**config.mk**
```make
export PLATFORM = sky130hd
export DESIGN_NAME = drum_timing_gen
export DESIGN_NICKNAME = d
export VERILOG_FILES = /design/src/rtl/litton_drum_pkg.sv /design/src/rtl/drum_seek_fsm.sv /design/src/rtl/drum_timing_gen.sv
export SDC_FILE = /design/constraint.sdc
export NUM_CORES = 1
export LEC_CHECK = 0
export BUFFER_PORTS_ARGS = -buffer_cell sky130_fd_sc_hd__buf_2
export CAP_MARGIN = 20
export CORE_ASPECT_RATIO = 2
export CORE_MARGIN = 4
export CORE_UTILIZATION = 61
export DETAILED_ROUTE_END_ITERATION = 6
export GPL_ROUTABILITY_DRIVEN = 0
export GPL_TIMING_DRIVEN = 1
export PLACE_DENSITY = 0.92
export SLEW_MARGIN = 10
export SYNTH_ARGS = -nofsm -noshare
export SYNTH_HDL_FRONTEND = slang
export SYNTH_SLANG_ARGS = --single-unit
```
**constraint.sdc**
```tcl
create_clock -name CLK -period 7.4 [get_ports CLK]
set_input_delay 1.11 -clock CLK [delete_from_list [all_inputs] [get_ports CLK]]
set_output_delay 1.11 -clock CLK [all_outputs]
set_load 0.05 [all_outputs]
```
**src/rtl/litton_drum_pkg.sv**
```systemverilog
// litton_drum_pkg: shared drum track geometry, timing-track mark positions and seek states.
package litton_drum_pkg;
  localparam int WORD_BITS   = 40;
  localparam int TRACK_WORDS = 128;
  localparam int TRACK_BITS  = WORD_BITS * TRACK_WORDS;
  localparam logic [5:0] Z2_A_LO    = 6'd31;
  localparam logic [5:0] Z2_A_HI    = 6'd33;
  localparam logic [5:0] Z2_B_LO    = 6'd38;
  localparam logic [5:0] Z2_B_HI    = 6'd39;
  localparam logic [5:0] ADDR_START = 6'd32;
  typedef enum logic {SEEK_IDLE, SEEK_WAIT} seek_state_t;
  function automatic logic z2_at(input logic [5:0] b);
    return (b >= Z2_A_LO && b <= Z2_A_HI) || (b >= Z2_B_LO && b <= Z2_B_HI);
  endfunction
  // Z3 carries the following word's address LSB first, then an index mark before word 0.
  function automatic logic z3_at(input logic [5:0] b, input logic [6:0] w);
    logic [6:0] nxt;
    logic [5:0] off;
    nxt = w + 7'd1;
    off = b - ADDR_START;
    return (b >= ADDR_START && b < ADDR_START + 6'd7) ? nxt[off[2:0]] :
           (b == 6'(WORD_BITS - 1)) && (nxt == 7'd0);
  endfunction
endpackage

```
**src/rtl/drum_seek_fsm.sv**
```systemverilog
// drum_seek_fsm: captures a target word and pulses ack when the drum reaches its bit 0.
module drum_seek_fsm
  import litton_drum_pkg::*;
(
  input  logic       clk,
  input  logic       rst,
  input  logic       req,
  input  logic [6:0] tgt,
  input  logic       at_mark,
  input  logic [6:0] word,
  output logic       busy,
  output logic       ack
);
  seek_state_t state;
  logic [6:0] tgt_q;
  always_ff @(posedge clk) begin
    if (rst) begin
      state <= SEEK_IDLE;
      tgt_q <= '0;
      busy  <= 1'b0;
      ack   <= 1'b0;
    end else begin
      ack <= 1'b0;
      if (state == SEEK_IDLE && req && !ack) begin
        state <= SEEK_WAIT;
        tgt_q <= tgt;
        busy  <= 1'b1;
      end else if (state == SEEK_WAIT && at_mark && word == tgt_q) begin
        state <= SEEK_IDLE;
        busy  <= 1'b0;
        ack   <= 1'b1;
      end
    end
  end
endmodule

```
**src/rtl/drum_timing_gen.sv**
```systemverilog
// drum_timing_gen: drum bit/word counters, Z1/Z2/Z3 timing tracks and seek control.
module drum_timing_gen
  import litton_drum_pkg::*;
#(
  parameter int DIV   = 10,
  parameter int Z1_HI = 2
) (
  input  logic        CLK,
  input  logic        RST,
  input  logic        RUN,
  input  logic        REQ,
  input  logic [6:0]  TGT,
  output logic        Z1,
  output logic        Z2,
  output logic        Z3,
  output logic [12:0] BIT,
  output logic [5:0]  BITW,
  output logic [6:0]  WORD,
  output logic        BUSY,
  output logic        ACK
);
  localparam int PW = $clog2(DIV);
  logic [PW-1:0] phase, phase_n;
  logic [5:0] bitw_n;
  logic [6:0] word_n;
  logic [12:0] bit_n;
  logic live, step, bit_end, word_end, at_mark;
  // The first running edge after reset presents phase 0 rather than advancing past it.
  always_comb begin
    step     = RUN && live;
    bit_end  = step && phase == PW'(DIV - 1);
    word_end = bit_end && BITW == 6'(WORD_BITS - 1);
    phase_n  = bit_end ? '0 : step ? phase + PW'(1) : phase;
    bitw_n   = word_end ? '0 : bit_end ? BITW + 6'd1 : BITW;
    word_n   = word_end ? WORD + 7'd1 : WORD;
    bit_n    = bit_end ? (BIT == 13'(TRACK_BITS - 1) ? '0 : BIT + 13'd1) : BIT;
    at_mark  = RUN && phase_n == '0 && bitw_n == '0;
  end
  always_ff @(posedge CLK) begin
    if (RST) begin
      live  <= 1'b0;
      phase <= '0;
      BITW  <= '0;
      WORD  <= '0;
      BIT   <= '0;
      Z1    <= 1'b0;
      Z2    <= 1'b0;
      Z3    <= 1'b0;
    end else begin
      live  <= live | RUN;
      phase <= phase_n;
      BITW  <= bitw_n;
      WORD  <= word_n;
      BIT   <= bit_n;
      Z1    <= RUN && int'(phase_n) < Z1_HI;
      Z2    <= z2_at(bitw_n);
      Z3    <= z3_at(bitw_n, word_n);
    end
  end
  drum_seek_fsm u_seek (
    .clk    (CLK),
    .rst    (RST),
    .req    (REQ),
    .tgt    (TGT),
    .at_mark(at_mark),
    .word   (word_n),
    .busy   (BUSY),
    .ack    (ACK)
  );
endmodule
```
=== After elaboration in Yosys (flattened, before gate mapping) ===
Index checks and enable logic that the tools add are counted.

* Add/subtract/negate cells: 6
* Order comparisons: 8
* Equal/unequal tests: 5
* Multiplexer cells: 12
* Bitwise gates (word level): 2
* Reductions and logical operators: 21

{| class="wikitable"
|+ Operators with widths
! operator !! count
|-
| $add A7 B1 Y7 const B || 2
|-
| $logic_and A1 B1 Y1 || 14
|-
| $add A13 B1 Y13 const B || 1
|-
| $eq A13 B13 Y1 const B || 1
|-
| $mux W13 || 1
|-
| $eq A6 B6 Y1 const B || 2
|-
| $ge A6 B6 Y1 const B || 2
|-
| $le A6 B6 Y1 const B || 2
|-
| $mux W6 || 2
|-
| $mux W4 || 2
|-
| $eq A7 B7 Y1 || 1
|-
| $logic_not A7 Y1 || 1
|-
| $mux W7 || 1
|-
| $add A6 B1 Y6 const B || 1
|-
| $ge A6 B5 Y1 const B || 1
|-
| $logic_not A6 Y1 || 1
|-
| $lt A6 B6 Y1 const B || 1
|-
| $mux W1 || 5
|-
| $add A4 B1 Y4 const B || 1
|-
| $eq A4 B4 Y1 const B || 1
|-
| $logic_not A4 Y1 || 1
|-
| $lt A3 B4 Y1 const B || 1
|-
| $lt A4 B2 Y1 const B || 1
|-
| $bmux W1 S3 || 1
|-
| 7 further kinds || 7
|}

* Bits in registers: 43
* Input port bits: 11
* Output and inout bits: 31
* Logic and storage cells: 65

=== Depth between registers and ports, before layout ===
Gate-level depths: netlist of run 1.

* Word-level depth: 10
* Gate-level depth with buffers: 13
* Mapped depth without buffers: 12

=== Cells and area by module ===
A second synthesis of run 1 with hierarchy kept.

* Cells, all modules: 306
* Area total of the unflattened synthesis: 2539.9 µm²

{| class="wikitable"
|+ By module, submodules not included
! module !! instances !! cells an instance !! area an instance (µm²) !! sequential area each (µm²)
|-
| drum_timing_gen || 1 || 260 || 2127.0 || 680.7
|-
| drum_seek_fsm || 1 || 46 || 412.9 || 180.2
|}

=== Worst setup path before layout of run 1 ===
OpenSTA, ideal clock, no wires.

* Path type: input to register
* Start point: in RUN
* End point: reg Z3
* Library setup time: 74 ps
* Arrival: 3009 ps
* Required time: 7326 ps
* Slack: 4317 ps
* Stages: 10
* Path buffers: 0
* Path through: nand2_1 nor4_4 nand2_1 nand2_1 ha_1 nand2_1 a311oi_1 o22ai_1 a211o_2 o22ai_2

* Cells in the longest elaborated chain, start to end: 8
* Elaborated cells between the ends (all ways): 17
* Classes of those cells: 2 x add/sub; 2 x order compare; 1 x eq/ne; 6 x mux; 6 x reduce/logical

{| class="wikitable"
|+ Ends and longest elaborated chain
! item !! line !! RTL
|-
| start: declaration || drum_timing_gen.sv:10 || <nowiki>input logic RUN,</nowiki>
|-
| $logic_and A1 B1 Y1 * || drum_timing_gen.sv:30 || <nowiki>step = RUN && live;</nowiki>
|-
| $logic_and A1 B1 Y1 * || drum_timing_gen.sv:31 || <nowiki>bit_end = step && phase == PW'(DIV - 1);</nowiki>
|-
| $logic_and A1 B1 Y1 / $mux W6 (equally long branches) || drum_timing_gen.sv:32, drum_timing_gen.sv:34 ||
|-
| $mux W7 / $mux W6 (equally long branches) || drum_timing_gen.sv:35, drum_timing_gen.sv:34 ||
|-
| $add A7 B1 Y7 / $sub A3 B1 Y3 (equally long branches) || litton_drum_pkg.sv:19, litton_drum_pkg.sv:20 ||
|-
| $bmux W1 S3 / $logic_not A7 Y1 (equally long branches) || litton_drum_pkg.sv:21, litton_drum_pkg.sv:22 ||
|-
| $mux W1 (not written as such) / $logic_and A1 B1 Y1 (equally long branches) || litton_drum_pkg.sv:21, litton_drum_pkg.sv:22 ||
|-
| $mux W1 * || litton_drum_pkg.sv:21 || <nowiki>return (b >= ADDR_START && b < ADDR_START + 6'd7) ? nxt[off[2:0]] :</nowiki>
|-
| end signal: assignment || drum_timing_gen.sv:57 || <nowiki>Z3 <= z3_at(bitw_n, word_n);</nowiki>
|-
| end: declaration || drum_timing_gen.sv:15 || <nowiki>output logic Z3,</nowiki>
|}

Mark *: on every way between the ends. The rest lies on a longest branch, timed or not. The select of a mux whose other input is x is not followed.
A chain may end at the register's enable or synchronous reset.

=== Worst setup path after layout of run 1 ===
Same ends and word-level chain as after synthesis.

==> results.md, run 1 <==
* Num CTS Buffers at 5
* Cells along the critical path: buf_2 > nand2_1 > nor4_4 > nand2_1 > nand2_1 > ha_1 > nand2_1 > a311oi_1 > o22ai_1 > a211o_2 > o22ai_2
* Fin crit share at 0.451
* Final Hold Viols at 0
* Initial core utilization at 0.641
* Post-Route WL at 6.62 mm
* Commonest cells post-synth: dfxtp_1 (43), nor2_1 (41), nand2_1 (31), xor2_1 (16)
* DR DRC count at 0
* DRT iter0 DRCs at about 110
* Final Util at 0.696
* CTS resizes at 0
* Max VDD drop at about 0.00015 V
* RSZ-0062 raised after global routing: no
* Syn avg cell area at ~8.6 um2
* First-pass GRT wire length at 10.9 mm
* Worst Clk Skew at 0.00384 ns
* Tmin final at 3.34 ns
* Fill cells at 324
* Max Cap Viol at 0
* H-tree depth at 2
* Critical path data arrival time at 3.58 ns
* Top Family by Delay on Critical Path: simple AND/OR/NAND/NOR gates
* Slew @ Worst Pin at between 0.7 and 0.8 ns
* Outcome: completed
* Kind of critical path: input pin to flip-flop
* Post-synth cell types at 63
* CTS tree: yes
* Cells after synthesis at 311
* Post-synth top area share at 0.322
* Crit-path max FO at 10
* Cts hold-fix bufs at 0
* Port Buffers at 41
* EDFF count, synth at 0
* Clk buf depth at 2
* Die X at 54.8 um
* Grt total ovfl at 0
* Min-delay worst type: flip-flop to flip-flop
* DR WL/cell at between 15 and 20 um
* Worst path max stage delay at 0.65 ns
* DR pass1 iterations at 5
* FFs w/ async S/R, synth at 0
* Dpl hpwl at 4.92 mm
* Antenna viol nets, final at 0
* Max-slew violations at 0
* Root Driver: clkbuf_8
* Initial antenna violation count at 0
* Largest net degree at the start of global routing at 35
* Slowest cell on crit path: nor4_4
* Clock Pin Slew Worst Setup and Hold Paths at 0.08 ns
* Cell mode on critical path: nand2_1
* Worst setup SP type: input pin
* Chip Height at 102 um
* Placement Rows at 33
* I/O pin count at 42
* Peak Freq at 299 MHz
* Synthesis warning total at 0
* Vias/cell at 6.34
* Share of post-route cells with drive strength above 1 at 0.222
* CP endpoint kind: flip-flop
* # setup viols final at 0
* Via count at roughly 2,500
* Required time of the critical path at 7.63 ns
* Seq/Total Area, Yosys at 0.322
* Area grow syn2layout at 8.66%
* Final #Nets at 358
* Mapped cell area at 2670 um2
* N_diodes at 0
* Total track usage at 0.264
* Setup repair bufs after CTS at 0
* Post-synth top flop: dfxtp_1
* CTS Sinks at 43
* Vias in the first global route at 2,457
* Setup_tns at 0 ns
* Register bit count reported by yosys at 43
* Slew margin rel. at 0.490
* Worst path buffer plus inverter count at 1
* Count leader, synth: dfxtp_1
* P_leak at 1.19 nW
* Area contributors post-synth: dfxtp_1 (32%), nor2_1 (5.8%), xor2_1 (5.2%)
* Clock insertion delay at the later pin of the skew report at 0.30 ns
* Post-Synthesis Net Count at 328
* Core Area at approximately 4200 um2
* Leading area contributor after synthesis: dfxtp_1
* Pwr Density at 148 nW/um2
* Die Footprint at 5570 um2
## worst reg2reg max path, stage by stage, from the launching register on
cell,delay (ns)
dfxtp_1,0.58
ha_1,0.44
nand2_1,0.17
nor4_4,0.55
nand2_1,0.17
nand2_1,0.11
ha_1,0.18
nand2_1,0.06
a311oi_1,0.28
o22ai_1,0.12
a211o_2,0.35
o22ai_2,0.16
## power by group
part / internal, W / total (W) / switching, W
logic: 0.0000118 / 0.0000300 / 0.0000182
clock network: 0.0000765 / 0.000159 / 0.0000826
registers: 0.000236 / 0.000240 / 0.00000406
total: 0.000324 / 0.000429 / 0.000105
## path summary, 6_finish.rpt
check,slack (ns),endpoint,depth (start not counted),from
setup / recovery,4.06,Z3,11,RUN
hold / removal,0.50,BIT[1],2,BIT[1]
setup reg to reg,4.17,Z3,11,BITW[0]
hold reg to reg,0.50,BIT[1],2,BIT[1]
## final cells by class
| type | count | area (um2) | area share |
|---|---|---|---|
| clock buffers | 7 | 86.3 | 0.0297 |
| multi-input cells | 243 | 1650 | 0.569 |
| clock inverters | 1 | 8.76 | 0.00302 |
| well taps | 52 | 65.1 | 0.0224 |
| inverters | 7 | 26.3 | 0.00905 |
| flip-flops and latches | 43 | 861 | 0.296 |
| repair buffers | 41 | 205 | 0.0707 |
## sequential cells by signal (all words and copies together), names as in the netlist, 4 cells and up
signal / flops
BIT: 13
BITW: 6
WORD: 7
phase: 4
u_seek.tgt_q: 7
## through the flow
step	hold WS (ns)	setup WS [ns]	cells	instance area, um2	total power [W]
after floorplan	0.462	4.32	311	2670	0.000267
after global placement	0.479	3.97	386	2800	0.000274
after detailed placement	0.490	3.82	386	2800	0.000275
after CTS	0.502	4.11	394	2900	0.000429
after global routing	0.531	3.88	394	2900	0.000440
final	0.499	4.06	394	2900	0.000429
## kinds of logic (layout without fill, tap and decap cells)
| kind of cell | Yosys count | in the layout | synth area share |
|---|---|---|---|
| fa+ha+maj | 6 | 6 | 0.0281 |
| buf+inv | 25 | 56 | 0.0618 |
| xor+xnor | 30 | 30 | 0.104 |
| mux | 13 | 13 | 0.0496 |
| compound gates | 55 | 55 | 0.141 |
| flops | 43 | 43 | 0.322 |
| simple gates | 139 | 139 | 0.294 |
## placed cells by master (no fill, tap or decap), types with 2 or more instances in the layout
| master | n |
|---|---|
| o211ai_1 | 3 |
| dfxtp_1 | 43 |
| o31ai_1 | 2 |
| nor2_1 | 41 |
| or3_2 | 2 |
| a21oi_1 | 13 |
| or2_2 | 2 |
| nand4_1 | 9 |
| ha_1 | 6 |
| o21ai_0 | 12 |
| nand3_1 | 9 |
| clkbuf_8 | 6 |
| mux2_2 | 2 |
| mux2i_1 | 11 |
| a211oi_1 | 3 |
| a22oi_1 | 2 |
| a31o_2 | 2 |
| nor4b_2 | 2 |
| a31oi_1 | 2 |
| xnor2_1 | 13 |
| buf_2 | 41 |
| and2_2 | 3 |
| nor3b_1 | 5 |
| xor2_1 | 16 |
| inv_1 | 7 |
| a311oi_1 | 2 |
| nand2_1 | 31 |
| nor2b_1 | 9 |
| nor4_4 | 2 |
| and3_1 | 3 |
| nor3_1 | 8 |
## per-layer routing
metal,part of all wire,routed length [um],vias to the layer above,GRT usage
met5,0,0,-,0
met4,0.062,413,0,0.190
met3,0.070,466,42,0.0633
met2,0.54,3590,128,0.449
met1,0.32,2140,1169,0.261
li1,-,-,1157,-
No activity file was read; power rests on OpenSTA's default activity.
==> run 2: changes to the inputs <==
--- a/config.mk
+++ b/config.mk
@@ -5,15 +5,16 @@
 export SDC_FILE = /design/constraint.sdc
 export NUM_CORES = 1
 export LEC_CHECK = 0
+export ABC_AREA = 1
 export BUFFER_PORTS_ARGS = -buffer_cell sky130_fd_sc_hd__buf_2
 export CAP_MARGIN = 20
 export CORE_ASPECT_RATIO = 2
 export CORE_MARGIN = 4
-export CORE_UTILIZATION = 61
+export CORE_UTILIZATION = 56
 export DETAILED_ROUTE_END_ITERATION = 6
 export GPL_ROUTABILITY_DRIVEN = 0
 export GPL_TIMING_DRIVEN = 1
-export PLACE_DENSITY = 0.92
+export PLACE_DENSITY = 0.86
 export SLEW_MARGIN = 10
 export SYNTH_ARGS = -nofsm -noshare
 export SYNTH_HDL_FRONTEND = slang
==> constraint.sdc (replaced) <==
create_clock -name CLK -period 3.3 [get_ports CLK]
set_input_delay 0.495 -clock CLK [delete_from_list [all_inputs] [get_ports CLK]]
set_output_delay 0.495 -clock CLK [all_outputs]
set_load 0.05 [all_outputs]
==> run 2 against run 1 <==
  * Core utilization shrank 4.4 points
  * Final area shrank 2.5%
  * Final cell count grew 17%
  * Total power grew 120%
  * Hold slack lost 0.051 ns
==> results.md, run 2 <==
* Outcome: completed
* Tmin final at 2.44 ns
* Register bit count reported by yosys at 43 (unchanged)
* Fin crit share at 0.739
* Largest net degree at the start of global routing at 26 (-26%)
* Antenna viol nets, final at 0 (unchanged)
* P_leak at 1.33 nW (+12%)
* Worst setup SP type: flip-flop
* CTS resizes at 0 (unchanged)
* Number of flip-flops under the largest register name at 13 (unchanged)
* Chip Height at 103 um (+0.89%)
* Crit-path max FO at 20 (+10)
* Initial core utilization at 0.576 (-0.0645)
* DR WL/cell at 12.9 um (-23%)
* Mapped cell area at 2500 um2 (-6.4%)
* Total track usage at 0.219 (-0.0450)
* Cts hold-fix bufs at 0 (unchanged)
* Max-slew violations at 0 (unchanged)
* Vias/cell at 5.40 (-15%)
* Post-Synthesis Net Count at 382 (+16%)
* Slew @ Worst Pin at 0.497 ns (-0.266 ns)
* Clock insertion delay at the later pin of the skew report at 0.30 ns (about the same)
* Sw Ratio at 0.242 (-0.00210)
* Min Hold Slack at 0.447 ns (-0.0513 ns)
* Net Sw Power at 0.000231 W (+120%)
* Kind of critical path: flip-flop to flip-flop
* Required time of the critical path at 3.46 ns (-4.17 ns)
* Slew margin rel. at 0.669 (+0.179)
* Storage cell area at 861 um2 (unchanged)
* Reg with most FFs: BIT
* CTS tree: yes
* Critical path data arrival time at 2.59 ns (-0.99 ns)
* N_diodes at 0 (unchanged)
* Logic pwr share at 0.068 (-0.002)
* Pwr Density at 337 nW/um2 (+130%)
* Setup repair bufs after CTS at 0 (unchanged)
* Leading area contributor after synthesis: dfxtp_1
* Post-synth top area share at 0.344 (+0.0221)
* Initial antenna violation count at 0 (unchanged)
* RSZ-0062 raised after global routing: no
* Fill cells at 415 (+28%)
* Dpl hpwl at 4.69 mm (-4.7%)
* Core Area at 4340 um2 (+4.1%)
* # setup viols final at 0 (unchanged)
* Die X at 55.3 um (+0.82%)
* Count leader, synth: nand2_1
* FFs w/ async S/R, synth at 0 (unchanged)
* Vias in the first global route at 2,363 (-3.8%)
* H-tree depth at 2 (unchanged)
* Syn avg cell area at 6.85 um2 (-20%)
* Num CTS Buffers at 5 (unchanged)
* Synthesis warning total at 0 (unchanged)
* Grt total ovfl at 0 (unchanged)
* Clk buf depth at 2 (unchanged)
* Post-synth top flop: dfxtp_1
* Die Footprint at 5660 um2 (+1.7%)
* Worst Clk Skew at 0.00913 ns (+0.00529 ns)
* Clock Pin Slew Worst Setup and Hold Paths at 0.08 ns (about the same)
* Area contributors post-synth: dfxtp_1 (34%), nand2_1 (11%), nor2_1 (8.0%)
* Via count at 2,491 (-0.20%)
* Sequential Power Share at 0.563 (+0.004)
* DRT iter0 DRCs at 73 (-35%)
* Share of post-route cells with drive strength above 1 at 0.194 (-0.0281)
* Placement Rows at 34 (+3.0%)
* Clock power share at 0.369 (-0.002)
* CP endpoint kind: flip-flop
* DR DRC count at 0 (unchanged)
* Most frequent cells in the layout: nand2_1 (73), nor2_1 (53), inv_1 (46)
* Setup_tns at 0 ns (unchanged)
* Final Hold Viols at 0 (unchanged)
* Leading cell type in the layout, fill and taps excluded: nand2_1
* Final #Nets at 423 (+18%)
* Biggest regs: BIT (13), WORD (7), u_seek.tgt_q (7)
* Internal power at 0.000723 W (+120%)
* Max VDD drop at 0.000397 V (+160%)
* Final Util at 0.653 (-0.0435)
* Post-synth cell types at 41 (-35%)
* Post-Route WL at 5.95 mm (-10%)
* Commonest cells post-synth: nand2_1 (73), nor2_1 (53), inv_1 (46), dfxtp_1 (43), nand3_1 (24)
* Min-delay worst type: input pin to flip-flop
* First-pass GRT wire length at 10.1 mm (-7.5%)
* I/O pin count at 42 (unchanged)
* EDFF count, synth at 0 (unchanged)
* Max Cap Viol at 0 (unchanged)
* Area grow syn2layout at 13.3%
* Multi-input gate area at 1410 um2 (-14%)
* Root Driver: clkbuf_8
* Port Buffers at 41 (unchanged)
* DR pass1 iterations at 4 (-1)
* Peak Freq at roughly 410 MHz
* Seq/Total Area, Yosys at 0.344 (+0.0221)
* Cells after synthesis at 365 (+17%)
* CTS Sinks at 43 (unchanged)
==> run 2: layout make-up <==
class                   instances  area share
multi-input cells             265       0.499
flip-flops and latches         43       0.304
repair buffers                 42      0.0751
inverters                      49      0.0649
clock buffers                   7      0.0305
well taps                      54      0.0239
clock inverters                 1     0.00309
==> run 2: final timing paths <==
check | from | to | slack, ns | cells after the start
worst min register to register | u_seek.tgt_q[2] | u_seek.tgt_q[2] | 0.47 | 2
worst max register to register | phase[0] | Z3 | 0.86 | 16
worst max-delay path | phase[0] | Z3 | 0.86 | 16
worst min-delay path | RUN | live | 0.45 | 3
==> run 2: kinds of logic after synthesis <==
kind of cell | count (synthesis) | share of synthesized area
adders and majority gates | 6 | 0.0300
and+or+nand+nor | 209 | 0.411
buffers and inverters | 57 | 0.0910
AOI/OAI and AO/OA | 43 | 0.0991
DFF | 43 | 0.344
xor gates and xnor gates | 7 | 0.0245
==> run 2: power by group through the flow <==
stage	logic [W]	registers [W]	clock network, W
final	0.0000648	0.000537	0.000353
after detailed placement	0.0000649	0.000549	0
after global placement	0.0000627	0.000549	0
after floorplan	0.0000387	0.000555	0
after global routing	0.0000724	0.000539	0.000379
after CTS	0.0000651	0.000537	0.000361
==> run 2: critical path, cell delays in order, from the launching register on <==
cell and delay [ns]:
dfxtp_1 0.39, ha_1 0.20, nand3_2 0.10, nor2_4 0.39
nand2_4 0.17, nand2_2 0.10, nand2_2 0.11, nor2_4 0.22
nand2_1 0.11, nand2_1 0.09, nand3_1 0.08, nand2_1 0.08
inv_1 0.04, nand2_1 0.04, nand2_1 0.05, nand2_1 0.05
a21oi_1 0.06
==> run 2: through the flow <==
step | cells | total power, W | cell area, um2 | setup slack (ns)
CTS | 461 | 0.000964 | 2830 | 0.859
global placement | 453 | 0.000612 | 2740 | 0.900
finish | 461 | 0.000955 | 2830 | 0.861
detailed placement | 453 | 0.000614 | 2740 | 0.818
global route | 461 | 0.000990 | 2830 | 0.618
floorplan | 365 | 0.000594 | 2500 | 0.970
==> run 2: metal layers <==
metal	track usage	part of all wire	wire length (um)
met5	0	0	0
met4	0.125	0.032	192
met1	0.198	0.36	2160
met3	0.0451	0.049	290
met2	0.437	0.56	3310
==> run 3: changes to the inputs <==
--- a/config.mk
+++ b/config.mk
@@ -5,16 +5,16 @@
 export SDC_FILE = /design/constraint.sdc
 export NUM_CORES = 1
 export LEC_CHECK = 0
-export ABC_AREA = 1
+export ABC_AREA = 0
 export BUFFER_PORTS_ARGS = -buffer_cell sky130_fd_sc_hd__buf_2
 export CAP_MARGIN = 20
 export CORE_ASPECT_RATIO = 2
 export CORE_MARGIN = 4
-export CORE_UTILIZATION = 56
+export CORE_UTILIZATION = 57
 export DETAILED_ROUTE_END_ITERATION = 6
 export GPL_ROUTABILITY_DRIVEN = 0
 export GPL_TIMING_DRIVEN = 1
-export PLACE_DENSITY = 0.86
+export PLACE_DENSITY = 0.87
 export SLEW_MARGIN = 10
 export SYNTH_ARGS = -nofsm -noshare
 export SYNTH_HDL_FRONTEND = slang
==> constraint.sdc (replaced) <==
create_clock -name CLK -period 2.4 [get_ports CLK]
set_input_delay 0.36 -clock CLK [delete_from_list [all_inputs] [get_ports CLK]]
set_output_delay 0.36 -clock CLK [all_outputs]
set_load 0.05 [all_outputs]
==> run 3 against run 2 <==
  * The flow now finishes with violations (negative setup slack)
  * First-iteration DRC count increased by 92%
  * Die area increased by 4.4%
  * Global-route usage increased by 5.0 points
==> results.md, run 3 (same netlist as run 1, synthesis figures left out) <==
* Outcome: complete, but fails checks
* Failing checks: negative setup slack
* Num CTS Buffers at 5 (unchanged)
* DR top layer: met4
* Peak Freq at 414 MHz (+0.99%)
* Required time of the critical path at 2.63 ns (-0.83 ns)
* Port Buffers at 41 (unchanged)
* Die X at 56.4 um (+2.1%)
* Core Area at 4550 um2 (+5.0%)
* Fill cells at 319 (-23%)
* H-tree depth at 2 (unchanged)
* Final WS setup at -0.0148 ns (-0.876 ns)
* Dpl hpwl at 5.63 mm (+20%)
* Grt total ovfl at 0 (unchanged)
* Top Family by Delay on Critical Path: simple AND/OR/NAND/NOR gates
* Logic pwr share at 0.082 (+0.014)
* Number of flip-flops under the largest register name at 13 (unchanged)
* Final #Nets at 396 (-6.4%)
* Reg with most FFs: BIT
* Initial core utilization at 0.587 (+0.0104)
* N_diodes at 0 (unchanged)
* Fin crit share at 1.01 (+0.267)
* Share of post-route cells with drive strength above 1 at 0.363 (+0.169)
* Sequential Power Share at 0.540 (-0.023)
* Clk buf depth at 2 (unchanged)
* Total track usage at 0.269 (+0.0504)
* Chip Height at 105 um (+2.3%)
* Post-Route WL at 8.40 mm (+41%)
* Most frequent cells in the layout: nor2_1 (41), buf_2 (41), buf_4 (37)
* P_leak at 1.43 nW (+7.4%)
* Net Sw Power at 0.000331 W (+43%)
* Final Hold Viols at 0 (unchanged)
* RSZ-0062 raised after global routing: yes
* Slew @ Worst Pin at 0.546 ns (+0.0495 ns)
* Sw Ratio at 0.243 (+0.00102)
* CP endpoint kind: flip-flop
* Die Footprint at 5910 um2 (+4.4%)
* Max Cap Viol at 0 (unchanged)
* WHS Path Cells at 3 (unchanged)
* Biggest regs: BIT (13), WORD (7), u_seek.tgt_q (7)
* Internal power at 0.00103 W (+42%)
* Non-filler instance count after layout at 435 (-5.6%)
* Crit-path max FO at 8 (-60%)
* Max-slew violations at 0 (unchanged)
* CTS tree: yes
* Antenna viol nets, final at 0 (unchanged)
* DRT iter0 DRCs at 140 (+92%)
* Cell mode on critical path: nand2_2
* CTS Sinks at 43 (unchanged)
* Critical path depth at 10 (-6)
* Clock Pin Slew Worst Setup and Hold Paths at 0.08 ns (about the same)
* Clock power share at 0.378 (+0.009)
* Slowest cell on crit path: or3b_4
* Worst path buffer plus inverter count at 0 (-1)
* Root Driver: clkbuf_8
* Placed insts at 419 (-7.5%)
* Worst setup SP type: flip-flop
* Kind of critical path: flip-flop to flip-flop
* # setup viols final at 1 (+1)
* DR pass1 iterations at 5 (+1)
* Initial antenna violation count at 0 (unchanged)
* Vias/cell at 6.28 (+16%)
* Min-delay worst type: input pin to flip-flop
* I/O pin count at 42 (unchanged)
* Final Util at 0.738 (+0.0848)
* Critical path data arrival time at 2.64 ns (+0.05 ns)
* Clock insertion delay at the later pin of the skew report at 0.30 ns (about the same)
* Tmin final at 2.41 ns (-0.0239 ns)
* Via count at 2,731 (+9.6%)
* M1 WL at 2.69 mm (+25%)
* Largest net degree at the start of global routing at 34 (+31%)
* Vias in the first global route at 2,755 (+17%)
* Worst path max stage delay at 0.45 ns (+0.06 ns)
* Worst Clk Skew at 0.00536 ns (-0.00378 ns)
* DR WL/cell at 19.3 um (+50%)
* Area grow syn2layout at 25.7%
* Met2 routed WL at 4.70 mm (+42%)
* Power consumption at 0.00136 W (+42%)
* Max VDD drop at 0.000413 V (+3.8%)
* First-pass GRT wire length at 12.6 mm (+25%)
* Cells along the critical path: or3b_4 > nor4_4 > nand2_2 > nand2_2 > ha_4 > a22oi_1 > o211ai_1 > o22ai_1 > a211o_2 > o22ai_2
* R2r worst-path depth at 10 (-6)
* Slew margin rel. at 0.633 (-0.0361)
* Placement Rows at 35 (+2.9%)
* Metal3 WL at 470 um (+62%)
* Pwr Density at 405 nW/um2 (+20%)
* DR DRC count at 0 (unchanged)
run 3: cell types whose count changed in the layout (fill, tap and decap cells not counted), sizes merged, moves of 12 or more:
cell	previous run	this run
nand2	83	31
nor2	63	41
xnor2	1	13
buf	42	79
inv	49	8
nand3	27	10
run 3: worst paths after layout:
check                          to  slack (ns)  startpoint
setup / recovery               Z3       -0.01     BITW[3]
hold / removal    u_seek.tgt_q[6]        0.30      TGT[6]
setup reg to reg               Z3       -0.01     BITW[3]
hold reg to reg            BIT[8]        0.51      BIT[8]
run 3: power by group through the flow:
stage	clock network (W)	logic [W]	registers, W
global route	0.000553	0.000119	0.000735
CTS	0.000520	0.000102	0.000732
finish	0.000514	0.000111	0.000734
floorplan	0	0.0000609	0.000757
global placement	0	0.0000977	0.000748
detailed placement	0	0.000100	0.000749
run 3: layer usage:
layer	up-vias	global-route usage
li1	1232	-
met1	1290	0.236
met2	149	0.524
met3	60	0.0358
met4	0	0.188
met5	-	0
run 3: worst min-delay path, stage by stage:
cell and delay, ns:
buf_2 0.07, mux2i_1 0.05, nor2_1 0.07
run 3: final cells by class:
type                       count  area [um2]  area share
inverter                       7        26.3     0.00782
clock buffer                   7        96.3      0.0287
multi-input combinational    243        1780       0.531
clock inverter                 1        6.26     0.00186
timing repair buffer          79         494       0.147
sequential                    43         885       0.263
tap                           55        68.8      0.0205
run 3: timing repair:
item	4_1_cts	5_1_grt
buffers inserted	0	8
endpoints found under the setup margin	1	5
pin swaps	0	12
resized for setup	1	21
endpoints found under the hold margin	0	0
hold buffers	0	0
run 3: per-stage QoR:
step           setup WS (ns)  cell area (um2)  setup TNS (ns)  hold WS (ns)
2_1_floorplan         -0.185             2740          -0.185         0.462
3_3_place_gp           0.113             3080               0         0.478
3_5_place_dp          0.0239             3080               0         0.490
4_1_cts              0.00782             3190               0         0.298
5_1_grt              -0.0930             3360          -0.136         0.301
6_report             -0.0148             3360         -0.0148         0.299
